==> config.mk <==
export PLATFORM = sky130hd
export DESIGN_NAME = mem_ram_ctrl
export DESIGN_NICKNAME = d
export VERILOG_FILES = /design/src/rtl/mem_ram_ctrl_pkg.sv /design/src/rtl/mem_ram_ctrl_load_align.sv /design/src/rtl/mem_ram_ctrl.sv
export SDC_FILE = /design/constraint.sdc
export NUM_CORES = 1
export LEC_CHECK = 0
export BUFFER_PORTS_ARGS = -buffer_cell sky130_fd_sc_hd__buf_2
export CAP_MARGIN = 10
export CORE_AREA = 2 2 123 125
export CTS_BUF_LIST = sky130_fd_sc_hd__clkbuf_2
export DETAILED_ROUTE_END_ITERATION = 10
export DIE_AREA = 0 0 125 127
export GPL_ROUTABILITY_DRIVEN = 0
export PLACE_DENSITY = 0.85
export SETUP_SLACK_MARGIN = 0.15
export SLEW_MARGIN = 10
export SYNTH_ARGS = -nofsm -noshare
export SYNTH_HDL_FRONTEND = slang
export SYNTH_SLANG_ARGS = --single-unit
==> constraint.sdc <==
create_clock -name clk -period 2.3 [get_ports clk]
set_clock_uncertainty 0.2 [all_clocks]
set_input_delay 0.115 -clock clk [delete_from_list [all_inputs] [get_ports clk]]
set_output_delay 0.115 -clock clk [all_outputs]
set_load 0.05 [all_outputs]
==> src/rtl/mem_ram_ctrl_pkg.sv <==
// Shared encodings and lane helpers for the memory-stage RAM initiator.
// Op codes 9-15 are deliberately left out of the enum and decode as no access.
package mem_ram_ctrl_pkg;

  localparam int RegBus     = 32;
  localparam int RegAddrBus = 5;

  typedef enum logic [3:0] {
    MEM_NONE = 4'd0,
    MEM_LB   = 4'd1,
    MEM_LBU  = 4'd2,
    MEM_LH   = 4'd3,
    MEM_LHU  = 4'd4,
    MEM_LW   = 4'd5,
    MEM_SB   = 4'd6,
    MEM_SH   = 4'd7,
    MEM_SW   = 4'd8
  } mem_op_e;

  typedef enum logic [1:0] {
    ST_IDLE   = 2'd0,
    ST_ACCESS = 2'd1,
    ST_DONE   = 2'd2
  } state_e;

  function automatic logic is_load(input logic [3:0] op);
    return (op >= MEM_LB) && (op <= MEM_LW);
  endfunction

  function automatic logic is_store(input logic [3:0] op);
    return (op >= MEM_SB) && (op <= MEM_SW);
  endfunction

  function automatic logic is_misaligned(input logic [3:0] op, input logic [1:0] lane);
    case (op)
      MEM_LH, MEM_LHU, MEM_SH: return lane[0];
      MEM_LW, MEM_SW:          return |lane;
      default:                 return 1'b0;
    endcase
  endfunction

  // Little-endian byte enables: byte k drives sel[k], half h drives sel[2h+1:2h].
  function automatic logic [3:0] lane_sel(input logic [3:0] op, input logic [1:0] lane);
    case (op)
      MEM_LB, MEM_LBU, MEM_SB: return 4'b0001 << lane;
      MEM_LH, MEM_LHU, MEM_SH: return 4'b0011 << {lane[1], 1'b0};
      default:                 return 4'b1111;
    endcase
  endfunction

  function automatic logic [RegBus-1:0] store_lanes(input logic [3:0] op,
                                                    input logic [RegBus-1:0] data);
    case (op)
      MEM_SB:  return {4{data[7:0]}};
      MEM_SH:  return {2{data[15:0]}};
      default: return data;
    endcase
  endfunction

endpackage

==> src/rtl/mem_ram_ctrl_load_align.sv <==
// Picks the addressed byte/half out of a RAM word and sign- or zero-extends it.
module mem_ram_ctrl_load_align
  import mem_ram_ctrl_pkg::*;
(
  input  logic [3:0]        mem_op,
  input  logic [1:0]        lane,
  input  logic [RegBus-1:0] word,
  output logic [RegBus-1:0] result
);

  logic [7:0]  byte_sel;
  logic [15:0] half_sel;

  // NOTE: every always_comb output gets a default first so no path infers a latch.
  always_comb begin
    byte_sel = word[{lane, 3'b000} +: 8];
    half_sel = lane[1] ? word[31:16] : word[15:0];
    result   = word;
    case (mem_op)
      MEM_LB:  result = {{24{byte_sel[7]}}, byte_sel};
      MEM_LBU: result = {24'd0, byte_sel};
      MEM_LH:  result = {{16{half_sel[15]}}, half_sel};
      MEM_LHU: result = {16'd0, half_sel};
      default: ;
    endcase
  end

endmodule

==> src/rtl/mem_ram_ctrl.sv <==
// Memory-stage RAM initiator: issues one request per aligned load/store, stalls
// the pipeline until ack or timeout, and hands the aligned result to write-back.
module mem_ram_ctrl
  import mem_ram_ctrl_pkg::*;
#(
  parameter int TIMEOUT_CYCLES = 255,
  parameter int ADDR_W         = 32
) (
  input  logic                  clk,
  input  logic                  rst,
  input  logic [RegBus-1:0]     pc_i,
  input  logic [3:0]            mem_op_i,
  input  logic [ADDR_W-1:0]     mem_addr_i,
  input  logic [RegBus-1:0]     store_data_i,
  input  logic [RegAddrBus-1:0] wd_i,
  input  logic                  wreg_i,
  input  logic [RegBus-1:0]     wdata_i,
  input  logic                  ram_ack_i,
  input  logic [RegBus-1:0]     ram_data_i,
  output logic                  ram_ce_o,
  output logic                  ram_we_o,
  output logic [3:0]            ram_sel_o,
  output logic [ADDR_W-1:0]     ram_addr_o,
  output logic [RegBus-1:0]     ram_data_o,
  output logic                  stallreq_o,
  output logic [RegBus-1:0]     pc_o,
  output logic [RegAddrBus-1:0] wd_o,
  output logic                  wreg_o,
  output logic [RegBus-1:0]     wdata_o,
  output logic                  adel_o,
  output logic                  ades_o,
  output logic                  bus_err_o
);

  localparam logic [7:0] TimeoutLast = 8'(TIMEOUT_CYCLES - 1);

  state_e            state;
  logic [7:0]        wait_cnt;
  logic [3:0]        ld_op;
  logic [1:0]        ld_lane;
  logic [RegBus-1:0] ld_word;
  logic [RegBus-1:0] ld_result;

  logic [1:0] lane;
  logic       misaligned;
  logic       start;

  assign lane       = mem_addr_i[1:0];
  assign misaligned = is_misaligned(mem_op_i, lane);
  assign start      = (state == ST_IDLE) && (is_load(mem_op_i) || is_store(mem_op_i))
                      && !misaligned;

  // NOTE: all state below uses non-blocking assignments so every register
  // samples pre-edge values regardless of statement order.
  always_ff @(posedge clk) begin
    if (rst) begin
      state      <= ST_IDLE;
      wait_cnt   <= 8'd0;
      ram_ce_o   <= 1'b0;
      ram_we_o   <= 1'b0;
      ram_sel_o  <= 4'd0;
      ram_addr_o <= '0;
      ram_data_o <= '0;
      ld_op      <= MEM_NONE;
      ld_lane    <= 2'd0;
      ld_word    <= '0;
      bus_err_o  <= 1'b0;
    end else begin
      case (state)
        ST_IDLE: begin
          if (start) begin
            state      <= ST_ACCESS;
            wait_cnt   <= 8'd0;
            ram_ce_o   <= 1'b1;
            ram_we_o   <= is_store(mem_op_i);
            ram_sel_o  <= lane_sel(mem_op_i, lane);
            ram_addr_o <= {mem_addr_i[ADDR_W-1:2], 2'b00};
            ram_data_o <= store_lanes(mem_op_i, store_data_i);
            ld_op      <= mem_op_i;
            ld_lane    <= lane;
          end
        end
        ST_ACCESS: begin
          if (ram_ack_i) begin
            state    <= ST_DONE;
            ram_ce_o <= 1'b0;
            ld_word  <= ram_data_i;
          end else if (wait_cnt == TimeoutLast) begin
            state     <= ST_DONE;
            ram_ce_o  <= 1'b0;
            bus_err_o <= 1'b1;
          end else begin
            wait_cnt <= wait_cnt + 8'd1;
          end
        end
        ST_DONE: begin
          // Unconditional return keeps the still-held op from being reissued.
          state     <= ST_IDLE;
          bus_err_o <= 1'b0;
        end
        default: state <= ST_IDLE;
      endcase
    end
  end

  mem_ram_ctrl_load_align u_load_align (
    .mem_op (ld_op),
    .lane   (ld_lane),
    .word   (ld_word),
    .result (ld_result)
  );

  assign stallreq_o = start || (state == ST_ACCESS);
  assign adel_o     = !rst && (state == ST_IDLE) && is_load(mem_op_i) && misaligned;
  assign ades_o     = !rst && (state == ST_IDLE) && is_store(mem_op_i) && misaligned;
  assign pc_o       = pc_i;
  assign wd_o       = wd_i;
  assign wreg_o     = wreg_i && !misaligned && !((state == ST_DONE) && bus_err_o);
  assign wdata_o    = ((state == ST_DONE) && is_load(ld_op)) ? ld_result : wdata_i;

endmodule

==> metrics, run 1 <==
Clock Latency Late Sink between 700 and 800 ps; Initial Utilization between 40% and 50%; drt first pass iters 8; DP Area 7530 µm²; distinct cell type count after synthesis 55; Max Cap Viol 0; Critical Path Sink wdata_o[13]; Post-synth ARST share 0%; Leak about 4.5 nW; CP endpoint kind output port; Sinks on Clock Net between 100 and 150; Post-synth top flop dfxtp_1; initial antenna violation count 4; Worst Path Required 1990 ps; # H-tree levels 4; startpoint types flop; width of the chip around 130 µm; largest family of logic cells by synthesized area simple AND/OR/NAND/NOR gates; Vias 8531; Post-route DRC 0; number of global-route vias before repair 8562; IO Port Bufs 240; Synth Area in Compound Gates around a fifth; Hold Crit Class in2reg; failing checks negative setup slack; fin util about three quarters; flops & latches, synth ~120; GRT overflow 0; CP Class reg2out; peak supply drop ~500 µV; endpoints failing hold 0; GRT Total Usage roughly 36%; slowest stage delay, CP approximately 420 ps; post-route setup slack -639 ps; netlist area before placement ~6000 µm²; core area 14400 µm²; r2r setup slk about 150 ps; multiplexer share of the synthesized area around 5.4%; outcome finished with violations; Filler cells 830; Hold Path Cell Cnt 4; CP bufs+invs 3; worst r2r dst ld_word[9]; fmax 340 MHz; PD cells 559 nW/µm²; DRT antenna net count 0; worst-path cell chain nor2_4 > buf_6 > mux2_4 > nand2_4 > a21oi_4 > buf_12 > o22ai_4 > o21ai_4 > buf_8; Cells after Synth around 800; fin cells 1434; die area about 16000 µm²; RSZ-0062 raised after global routing yes; Final Cycle Share 128%; worst setup path startpoint ld_op[1]; RR Startpoint state[0]; crit-path max FO 7; Tightest Pin Transition 685 ps; CTS root buffer clkbuf_2; CP Data Arrival Time about 2600 ps; Nets 1409; pin count of the biggest net entering global routing 55; Post-Route WL between 30 and 40 mm; HPWL Detailed 13.5 mm; number of instances in the placed design 1173; drt initial violations 1177; synth warn 0; delay-heaviest family, CP buffers and inverters; layout cells sized above 1 approximately a third; Power Total between 5 and 6 mW; endpoints failing setup 35; pre-CTS worst setup slack -153 ps; register area share after synthesis between 30% and 40%; Via density 5.95; Max Slew Vio Count 0; Avg WL per Cell around 22 µm; Clock Path Buffers 2; area grow syn2layout 79.3%; Crit-path slowest cell dfxtp_4; number of synthesized flops with an enable pin 0; Boundary Pins around 320; Placement Rows 44; Post-Synth Adder-Cell Area less than 1%; Avg Cell Area, Syn 7.43 µm²; R2R depth 8; Synth Area in XOR/XNOR less than 1%; TritonCTS Buffers 17; Finished Cell Area 10700 µm²; worst rel slew slack between 50 and 60%; fin crit period slightly below 3000 ps; Setup TNS -19550 ps; WHS ~19 ps; first-pass GRT wire length 45.1 mm; CP Depth 9; Die Y-Extent approximately 130 µm; Synth Area in Simple Gates approximately a quarter; Clock transition at path regs between 200 and 250 ps; CTS tree yes
[registers in the layout, summed over array words and instances, names as in the netlist]
signal	cells
wait_cnt	8
ram_sel_o	4
ram_we_o	1
ram_addr_o	30
ram_data_o	32
ld_lane	2
ld_op	4
ram_ce_o	1
bus_err_o	1
state	2
ld_word	32
[placed cells by master (no fill, tap or decap), drive strengths merged, types with 9 or more instances in the layout]
master,netlist,layout
nor2,61,61
dfxtp,117,117
nand2,235,235
o21ai,35,35
dlygate4sd3,0,197
a21oi,111,111
mux2i,20,20
mux2,9,9
buf,58,306
a311oi,19,19
o211ai,9,9
clkbuf,40,18
[synth_stat cells (all sizes together) (2+ instances only)]
master | instances | area [µm²]
a211oi | 3 | 27.5
a21oi | 111 | 556
a221oi | 8 | 70.1
a311oi | 19 | 166
a31oi | 3 | 18.8
and2 | 4 | 25.0
buf | 58 | 415
clkbuf | 40 | 150
dfxtp | 117 | 2340
ha | 2 | 25.0
inv | 5 | 18.8
mux2 | 9 | 101
mux2i | 20 | 200
nand2 | 235 | 882
nand2b | 6 | 37.5
nand3 | 4 | 20.0
nand3b | 2 | 15.0
nand4 | 2 | 12.5
nor2 | 61 | 231
nor2b | 6 | 37.5
nor3 | 5 | 25.0
nor4 | 4 | 31.3
nor4b | 2 | 38.8
o211a | 2 | 27.5
o211ai | 9 | 67.6
o21a | 4 | 30.0
o21ai | 35 | 179
o22ai | 8 | 50.1
or2 | 2 | 12.5
or3 | 3 | 18.8
or3b | 2 | 17.5
[per-layer routing]
metal	up-vias	wire [µm]	track usage [%]
met5	-	0	0
met4	0	2780	26.6
met3	286	3030	10.5
met2	773	14700	59.8
met1	3891	10800	38.5
li1	3581	-	-
[worst min path at each step]
stage               startpoint              to  slack (ps)
2_1_floorplan   ram_data_i[16]     ld_word[16]          50
3_3_place_gp          pc_i[10]        pc_o[10]          30
3_5_place_dp          pc_i[10]        pc_o[10]          30
4_1_cts        store_data_i[6]   ram_data_o[6]         0.2
5_1_grt        store_data_i[3]  ram_data_o[11]         -20
6_report       store_data_i[3]  ram_data_o[11]          20
[logic make-up after synthesis]
kind of cell    count (synthesis)
mux                            30
fa+ha+maj                       2
buf+inv                       103
other cells                     1
compound gates                208
simple gates                  344
xor+xnor                        1
flops                         117
[worst register-to-register path: stages, from the launching register on]
cell and delay, ps:
dfxtp_2 390, buf_6 100, buf_6 120, buf_4 110
nor2b_1 370, and2_1 220, buf_6 260, nand2_1 110
a21oi_1 210
[repair_timing]
action / CTS / global route
pin swaps: 23 / 26
setup buffers: 15 / 10
gates cloned: 1 / 2
gates resized for setup: 122 / 57
hold buffers: 195 / 8
hold endpoints to repair: 117 / 19
setup endpoints to repair: 35 / 59
[final cells by class]
| class | instances | area, µm² | area share [%] |
|---|---|---|---|
| timing repair buffer | 505 | 4140 | 38.5 |
| multi-input combinational | 588 | 3760 | 35.1 |
| sequential | 117 | 2360 | 22.0 |
| antenna | 3 | 7.51 | 0.0700 |
| tap | 184 | 230 | 2.15 |
| clock inverter | 15 | 133 | 1.24 |
| clock buffer | 17 | 85.1 | 0.793 |
| inverter | 5 | 18.8 | 0.175 |
[report_power, final]
part           switching [mW]  internal (mW)  leakage, nW
registers               0.111           2.17        0.959
clock network           0.960          0.392        0.117
logic                    1.44          0.918         3.39
(Power assumes the default switching activity.)
==> run 2, diff against run 1 <==
- clock period: 2.3 -> 3.08 ns (I/O delays scaled with it)
==> metrics, run 2 <==
outcome stopped before the end; Failed at clock tree synthesis (4_1_cts); first error [ERROR RSZ-0060] Max buffer count reached.; Cells after Synth between 800 and 900; DP Area between 7000 and 8000 µm²; distinct cell type count after synthesis 55; netlist area before placement 5990 µm²; Initial Utilization roughly 41%; Placement Rows 44; Clock Path Buffers 2; count leader, synth nand2_1; synth warn 0; TritonCTS Buffers 17; IO Port Bufs 240; leading post-synthesis cells by instance count 235 x nand2_1, 117 x dfxtp_1, 111 x a21oi_1; Area contributors post-synth dfxtp_1 39%, nand2_1 15%, a21oi_1 9.3%; register area share after synthesis between 30% and 40%; number of instances in the placed design ~1100; HPWL Detailed 12.7 mm; number of synthesized flops with an enable pin 0; flops & latches, synth roughly 120; Post-synth top flop dfxtp_1; Avg Cell Area, Syn 7.43 µm²; Post-CTS Setup Repair Bufs 6; Sinks on Clock Net 117; hold buffer count at cts between 200 and 250; post-CTS sizing 55; width of the chip between 100 and 150 µm; # H-tree levels 4; Post-synth ARST share 0%; Die Y-Extent ~130 µm; CTS root buffer clkbuf_2; area share of the leading cell type in the synthesized netlist between 30 and 40%; Boundary Pins approximately 320; Synth area leader dfxtp_1
-- run 2: cell counts after synthesis --
No cell type changed its count.
-- run 2: cell families after synthesis --
family,synth area share (%)
AO/OA/AOI/OAI,20.8
XOR/XNOR,0.146
adder cells (fa/ha/maj),0.418
buffers and inverters,9.76
flip-flops,39.1
multiplexers,5.41
other,0.0626
AND/OR/NAND/NOR,24.3
-- run 2: metrics by stage --
stage                     utilization [%]  hold WS, ps  setup WS (ps)
after global placement               48.6          108            510
after floorplan                         -         90.0            112
after detailed placement             48.6          108            442
==> run 3, diff against run 2 <==
- CORE_AREA: 2 2 123 125 -> default
- CORE_UTILIZATION: default -> 40
- CTS_BUF_LIST: sky130_fd_sc_hd__clkbuf_2 -> default
- DIE_AREA: 0 0 125 127 -> default
- PLACE_DENSITY: 0.85 -> default
- PLACE_DENSITY_LB_ADDON: default -> 0.15
- SETUP_SLACK_MARGIN: 0.15 -> default
==> metrics, run 3 (synthesis results as in run 1) <==
fin crit period ~2900 ps; met2 Track Usage GR roughly two fifths; IO Port Bufs 240; endpoints failing hold 0; number of global-route vias before repair ~6400; Boundary Pins 317; met3 Track Usage GR between 7 and 8%; Nets around 1300; GR met1 Demand/Resource 29.3%; Clock transition at path regs 60 ps; Avg WL per Cell roughly 15 µm; startpoint types flop; worst rel slew slack 29.9%; Largest regs ld_word: 32 flops, ram_data_o: 32 flops, ram_addr_o: 30 flops; fmax around 350 MHz; Placement Rows 44; PD cells between 500 and 600 nW/µm²; die area around 15000 µm²; pre-CTS worst setup slack about 460 ps; HPWL Detailed about 12 mm; outcome finished, final reports clean; Clock Latency Late Sink 410 ps; width of the chip ~120 µm; Hold Crit Class in2reg; most frequent cells in the layout 239 x buf_2, 235 x nand2_1, 119 x dlygate4sd3_1; CP Class reg2out; first-pass GRT wire length roughly 31 mm; CTS root buffer clkbuf_16; initial antenna violation count 0; Clock Path Buffers 2; crit-path max FO 14; Sinks on Clock Net between 100 and 150; sequential power share between 30% and 40%; RSZ-0062 raised after global routing no; fin util 60.5%; peak supply drop approximately 450 µV; ANT cells 0; fin cells roughly 1300; # H-tree levels 4; endpoints failing setup 0; pin count of the biggest net entering global routing 58; TritonCTS Buffers 17; GRT overflow 0; Max Cap Viol 0; CP endpoint kind output port; Worst Path Required between 2000 and 3000 ps; Initial Utilization between 40% and 50%; layout cells sized above 1 roughly 28%; Post-Route WL 19.5 mm; Clock power frac approximately two fifths; CP Data Arrival Time roughly 2500 ps; number of instances in the placed design about 1100; Final Cycle Share between 90 and 100%; Tightest Pin Transition about 1000 ps; Via density roughly 5.1; area grow syn2layout 47.5%; drt initial violations between 300 and 400; Max Slew Vio Count 0; logic gate share of total power 25.1%; GRT Total Usage 24.9%; Vias around 6700; Post-CTS Setup Repair Bufs 0; P_int approximately 3.3 mW; drt first pass iters 5; global route hottest layer met2; Setup TNS 0 ps; Net Switching between 1.5 and 2 mW; DRT antenna net count 0; CTS tree yes; post-route setup slack roughly 210 ps; sw frac about a third; core area roughly 15000 µm²; Leak 3.81 nW; Post-route DRC 0; commonest non-fill, non-tap cell in the layout buf_2; Die Y-Extent approximately 120 µm
## run 3: final timing paths
| kind | from | endpoint | slack (ps) | cells after the start |
|---|---|---|---|---|
| worst max-delay path | ld_op[2] | wdata_o[22] | 210 | 6 |
| worst min-delay path | mem_op_i[0] | ld_op[0] | 60 | 3 |
| worst max register to register | wait_cnt[0] | wait_cnt[4] | 590 | 6 |
| worst min register to register | ram_addr_o[20] | ram_addr_o[20] | 250 | 2 |
## run 3: worst max-delay path, cell delays in order (launching register included)
cell	delay, ps
dfxtp_1	570
nor3_1	170
or4_1	560
nor2_4	270
buf_4	220
a21oi_1	80
buf_2	210
## run 3: final cells by class
type	instances	area [µm²]
clock buffers	18	439
multi-input cells	587	3100
repair buffers	373	2520
well taps	184	230
fillers	1316	5760
flip-flops and latches	117	2340
inverters	5	18.8
clock inverters	14	175
## run 3: stage by stage
| step | hold slack [ps] | power, mW | cell area (µm²) |
|---|---|---|---|
| 2_1_floorplan | 90.0 | 2.65 | 5990 |
| 3_3_place_gp | 108 | 2.83 | 7010 |
| 3_5_place_dp | 108 | 2.84 | 7010 |
| 4_1_cts | 36.8 | 5.02 | 8810 |
| 5_1_grt | 98.8 | 5.20 | 8830 |
| 6_report | 56.5 | 5.01 | 8830 |
## run 3: what timing repair did
| item | 4_1_cts | 5_1_grt |
|---|---|---|
| gates resized for setup | 0 | 4 |
| hold buffers | 119 | 0 |
| setup endpoints to repair | 0 | 24 |
| endpoints found under the hold margin | 105 | 0 |
## run 3: power by group through the flow
| stage | Clock (mW) | Sequential [mW] | Combinational [mW] |
|---|---|---|---|
| 2_1_floorplan | 0 | 1.98 | 0.674 |
| 3_3_place_gp | 0 | 1.72 | 1.11 |
| 3_5_place_dp | 0 | 1.72 | 1.11 |
| 4_1_cts | 2.08 | 1.69 | 1.25 |
| 5_1_grt | 2.15 | 1.71 | 1.35 |
| 6_report | 2.05 | 1.69 | 1.26 |
## run 3: metal layers
layer,routed length [µm],part of all wire (%)
met4,442,2.3
met1,8270,42
met3,1380,7.1
met2,9370,48
met5,0,0
